`config.mk`:
```
export PLATFORM = sky130hd
export DESIGN_NAME = prog_loader
export DESIGN_NICKNAME = d
export VERILOG_FILES = /design/src/rtl/prog_loader.sv
export SDC_FILE = /design/constraint.sdc
export NUM_CORES = 1
export LEC_CHECK = 0
export CAP_MARGIN = 20
export CELL_PAD_IN_SITES_DETAIL_PLACEMENT = 0
export CELL_PAD_IN_SITES_GLOBAL_PLACEMENT = 2
export CORE_MARGIN = 10
export CORE_UTILIZATION = 26
export CTS_BUF_LIST = sky130_fd_sc_hd__clkbuf_8 sky130_fd_sc_hd__clkbuf_16
export DETAILED_ROUTE_END_ITERATION = 8
export PLACE_DENSITY_LB_ADDON = 0.1
export SYNTH_ARGS = -nofsm -noshare
export SYNTH_HDL_FRONTEND = slang
export SYNTH_SLANG_ARGS = --single-unit
```
`constraint.sdc`:
```
create_clock -name clk -period 1.5 [get_ports clk]
set_input_delay 0.3 -clock clk [delete_from_list [all_inputs] [get_ports clk]]
set_output_delay 0.3 -clock clk [all_outputs]
set_load 0.03 [all_outputs]
```
`src/rtl/prog_loader.sv`:
```
// Streams a program into instruction memory, launches the CPU and times its run.
// Optional run-cycle counter enabled by defining PROG_LOADER_CYCLE_COUNT_EN.
module prog_loader #(
  parameter int unsigned ADDR_WIDTH    = 12,
  parameter int unsigned INSTR_WIDTH   = 9,
  parameter int unsigned LAUNCH_CYCLES = 2
) (
  input  logic                   clk,
  input  logic                   reset,
  input  logic                   load_req,
  input  logic                   in_valid,
  output logic                   in_ready,
  input  logic [INSTR_WIDTH-1:0] in_data,
  input  logic                   in_last,
  output logic                   im_wr_en,
  output logic [ADDR_WIDTH-1:0]  im_wr_addr,
  output logic [INSTR_WIDTH-1:0] im_wr_data,
  output logic                   cpu_start,
  input  logic                   cpu_done,
  output logic                   busy,
  output logic [ADDR_WIDTH-1:0]  prog_len,
  output logic                   run_done,
  output logic                   overflow_err,
  output logic [15:0]            cycle_count
);

  localparam int unsigned LCNT_W = 4;
  localparam logic [ADDR_WIDTH-1:0] ADDR_MAX    = '1;
  localparam logic [LCNT_W-1:0]     LAUNCH_LAST = LCNT_W'(LAUNCH_CYCLES - 1);

  typedef enum logic [2:0] {
    S_IDLE,
    S_LOAD,
    S_LAUNCH,
    S_RUN,
    S_FINISH
  } state_t;

  state_t                  state;
  state_t                  state_nxt;
  logic [ADDR_WIDTH-1:0]   wr_addr;
  logic [LCNT_W-1:0]       launch_cnt;
  logic                    accept;
  logic                    session_start;

  // in_ready is registered to equal (state == S_LOAD), so it gates acceptance directly
  assign accept        = in_valid & in_ready;
  assign session_start = (state == S_IDLE) & load_req;

  always_ff @(posedge clk or negedge reset) begin
    if (!reset) state <= S_IDLE;
    else        state <= state_nxt;
  end

  always_comb begin
    state_nxt = state;
    case (state)
      S_IDLE:   if (load_req) state_nxt = S_LOAD;
      S_LOAD: begin
        if (accept) begin
          if (in_last)                  state_nxt = S_LAUNCH;
          else if (wr_addr == ADDR_MAX) state_nxt = S_IDLE;
        end
      end
      S_LAUNCH: if (launch_cnt == LAUNCH_LAST) state_nxt = S_RUN;
      S_RUN:    if (cpu_done) state_nxt = S_FINISH;
      S_FINISH: state_nxt = S_IDLE;
      default:  state_nxt = S_IDLE;
    endcase
  end

  // State-decoded outputs are registered from the next state so they align with state
  always_ff @(posedge clk or negedge reset) begin
    if (!reset) begin
      in_ready  <= 1'b0;
      busy      <= 1'b0;
      cpu_start <= 1'b0;
      run_done  <= 1'b0;
    end else begin
      in_ready  <= (state_nxt == S_LOAD);
      busy      <= (state_nxt != S_IDLE);
      cpu_start <= (state_nxt == S_LAUNCH);
      run_done  <= (state_nxt == S_FINISH);
    end
  end

  // Memory write port: one registered write per accepted word
  always_ff @(posedge clk or negedge reset) begin
    if (!reset) begin
      im_wr_en   <= 1'b0;
      im_wr_addr <= '0;
      im_wr_data <= '0;
    end else begin
      im_wr_en <= accept;
      if (accept) begin
        im_wr_addr <= wr_addr;
        im_wr_data <= in_data;
      end
    end
  end

  // Address, length and overflow tracking; address and length never wrap
  always_ff @(posedge clk or negedge reset) begin
    if (!reset) begin
      wr_addr      <= '0;
      prog_len     <= '0;
      overflow_err <= 1'b0;
    end else if (session_start) begin
      wr_addr      <= '0;
      prog_len     <= '0;
      overflow_err <= 1'b0;
    end else if (accept) begin
      if (wr_addr != ADDR_MAX)  wr_addr  <= wr_addr + ADDR_WIDTH'(1);
      if (prog_len != ADDR_MAX) prog_len <= prog_len + ADDR_WIDTH'(1);
      if ((wr_addr == ADDR_MAX) && !in_last) overflow_err <= 1'b1;
    end
  end

  always_ff @(posedge clk or negedge reset) begin
    if (!reset)                launch_cnt <= '0;
    else if (state == S_LAUNCH) launch_cnt <= launch_cnt + LCNT_W'(1);
    else                       launch_cnt <= '0;
  end

`ifdef PROG_LOADER_CYCLE_COUNT_EN
  logic [15:0] cycle_cnt;

  // Counts every cycle spent in RUN, including the one that sees cpu_done
  always_ff @(posedge clk or negedge reset) begin
    if (!reset)                                          cycle_cnt <= '0;
    else if (session_start)                              cycle_cnt <= '0;
    else if ((state == S_RUN) && (cycle_cnt != 16'hFFFF)) cycle_cnt <= cycle_cnt + 16'd1;
  end

  assign cycle_count = cycle_cnt;
`else
  assign cycle_count = '0;
`endif

endmodule

```
==> run metrics <==
outcome complete, but fails checks; failing checks negative setup slack; R2R setup slack -0.21 ns; Post-DRT Antenna Nets 0; WL final ~7800 um; # rows 37; # DRC 0; Max Slew Vio Count 0; Worst IR Drop VDD about 550 uV; Die ar. between 15,000 and 20,000 sq um; top cell type's share of synthesized area 0.528; synthesized flop and latch total 58; drt pass-1 iters 5; r2r endpoint wr_addr[10]; synth warn 0; CP max FO 4; Startpoint Class register; Period Utilization, post-route 1.14; mean area per synthesized cell 9.39 sq um; Critical Path End wr_addr[10]; RR Startpoint wr_addr[1]; placed instance area 3710 sq um; Synth area leaders dfrtp_1 53%, nand2_1 10%, buf_4 4.4%; number of buffers added on ports 53; clock network fraction of design power 0.223; first-pass GRT wire length 12,800 um; largest net degree at the start of global routing 59; Synth Instances around 290; GRT overflow 0; num ports 70; Synth Cell Area 2750 sq um; Distinct cells, synth 47; crit end category register; # setup viols final 12; Power per Cell Area ~1400 nW/um^2; GRT Total Usage 0.106; Fillers around 1,100; final setup margin -0.205 ns; DR vias/cell 4.48; Int Pwr roughly 0.0033 W; root buffer cell clkbuf_8; CTS tree built; core area between 10,000 and 15,000 sq um; layout cell share with drive strength beyond 1 0.251; Tmin final 1.71 ns; final hold vios 0; Die H roughly 120 um; Net Sw Power 0.00226 W; crit path launch wr_addr[1]; H-tree lvl count 3; Logic pwr share 0.399; worst skew pair latency 0.34 ns; initial antenna violation count 0; clk buf depth 2; min-delay worst type reg2reg; sequential area share after synthesis 0.528; CTS buffer count 9; leakage roughly 1.9 nW; Max Cap Violations 0; Nets about 400; sw frac 0.409; pre-CTS setup slack -0.438 ns; Worst Reg2Reg Path Length in Cells 6; Yosys top cell by area dfrtp_1; die width 123 um; Area Growth Syn to Fin 45.1%; antenna cell count 0; Initial Util 0.267; clk sinks slightly below 60; gpl congestion ~0.73; detailed placement HPWL roughly 5300 um; HP Start im_wr_data[4]; Worst Skew between 0.01 and 0.015 ns; drt wl/cell 14.7 um; fin area approximately 4000 sq um; Vias about 2,400; fmax just under 0.6 GHz; RSZ-0062 raised after global routing true; CTS clk-pin slew, worst paths around 0.070 ns; Initial DRC Count 58; Crit path arrival time roughly 2 ns; Crit Path Class reg2reg; vias in the first global route about 2,500; Worst Path Required 1.76 ns; Flop pwr share 0.378
[power by group through the flow]
| stage | registers [W] | logic, W | clock network, W |
|---|---|---|---|
| floorplan | 0.00262 | 0.000824 | 0 |
| global placement | 0.00213 | 0.00231 | 0 |
| detailed placement | 0.00213 | 0.00233 | 0 |
| CTS | 0.00209 | 0.00224 | 0.00130 |
| global route | 0.00213 | 0.00244 | 0.00137 |
| finish | 0.00209 | 0.00220 | 0.00123 |
[cells in the mapped netlist, drive strengths merged]
cell,number
nor2b,1
nand2,76
o41ai,2
conb,1
nand3b,1
clkbuf,5
a31oi,2
ha,4
nand2b,1
nor4b,1
dfrtp,58
a2111oi,1
or4,6
or3,8
buf,20
a21oi,18
a21boi,1
xnor2,5
nor3b,1
nor3,5
nand4,6
mux2i,1
and4,2
inv,7
xor2,2
nor4,1
or2,2
o21ai,9
o31ai,9
o311ai,1
o32a,1
o31a,1
and2,1
and3,3
o311a,1
a311oi,1
nand3,10
o21a,2
nor2,16
[logic make-up (layout without fill, tap and decap cells)]
| family | count (synthesis) | after routing | share of synthesized area |
|---|---|---|---|
| simple gates | 141 | 141 | 0.246 |
| flops | 58 | 58 | 0.528 |
| compound gates | 49 | 49 | 0.115 |
| buf+inv | 32 | 122 | 0.0664 |
| xor+xnor | 7 | 7 | 0.0223 |
| fa+ha+maj | 4 | 4 | 0.0182 |
| other cells | 1 | 16 | 0.00136 |
| mux | 1 | 1 | 0.00364 |
[registers in the layout, summed over array words and instances, names as in the netlist, 3 cells and up]
| register | cells |
|---|---|
| im_wr_addr | 12 |
| wr_addr | 12 |
| prog_len | 12 |
| launch_cnt | 4 |
| im_wr_data | 9 |
| state | 3 |
[placed cells by master (no fill, tap or decap), drive strengths merged, types with 2 or more instances in the layout]
cell	n
o21ai	9
or2	2
o31ai	9
xnor2	5
o41ai	2
nor2	16
or4	6
o21a	2
buf	50
clkbuf	12
conb	16
inv	9
nor3	5
dlygate4sd2	28
a21oi	18
and4	2
clkdlybuf4s50	12
a31oi	2
xor2	2
and3	3
ha	4
clkinv	4
nand4	6
clkdlybuf4s15	5
or3	8
nand3	10
dfrtp	58
nand2	76
[how the worst min path moves through the flow]
| stage | to | cells past startpoint |
|---|---|---|
| floorplan | busy | 0 |
| global placement | im_wr_data[0] | 2 |
| detailed placement | im_wr_data[0] | 2 |
| CTS | im_wr_data[2] | 3 |
| global route | im_wr_data[4] | 2 |
| finish | im_wr_data[4] | 2 |
[metrics by stage]
stage / instances / TNS, ns / hold slack, ns / util / total power (W)
final: 534 / -1.13 / 0.466 / 0.387 / 0.00552
after global placement: 510 / -8.27 / 0.344 / 0.359 / 0.00444
after detailed placement: 510 / -9.40 / 0.344 / 0.359 / 0.00446
after CTS: 531 / -1.15 / 0.473 / 0.380 / 0.00563
after floorplan: 308 / -0.214 / 0.00441 / - / 0.00344
after global routing: 534 / -2.33 / 0.484 / 0.387 / 0.00594
[worst max-delay path, stage by stage (launching register included)]
cell,delay [ns]
dfrtp_1,0.39
ha_4,0.17
nand4_4,0.08
buf_6,0.13
or3_4,0.39
or3_4,0.34
a21oi_2,0.13
[repair_timing]
item | in CTS | in global routing
hold buffers | 1 | 0
resized for setup | 58 | 23
setup buffers | 4 | 3
setup endpoints to repair | 54 | 33
pin swaps | 15 | 10
hold endpoints to repair | 58 | 0
[layout make-up]
cell class / count / area, sq um / share of cell area
Tap cell: 136 / 170 / 0.0426
Clock inverter: 7 / 38.8 / 0.00972
Sequential cell: 58 / 1470 / 0.367
Inverter: 7 / 26.3 / 0.00658
Timing Repair Buffer: 99 / 851 / 0.213
Clock buffer: 9 / 124 / 0.0310
Multi-Input combinational cell: 218 / 1320 / 0.330
[metal layers]
layer	vias up	routed length, um	track usage
met1	1131	3730	0.134
met4	0	119	0.0420
met2	55	3480	0.163
met3	10	505	0.0354
met5	-	0	0
li1	1194	-	-
No activity file was read; power rests on OpenSTA's default activity.
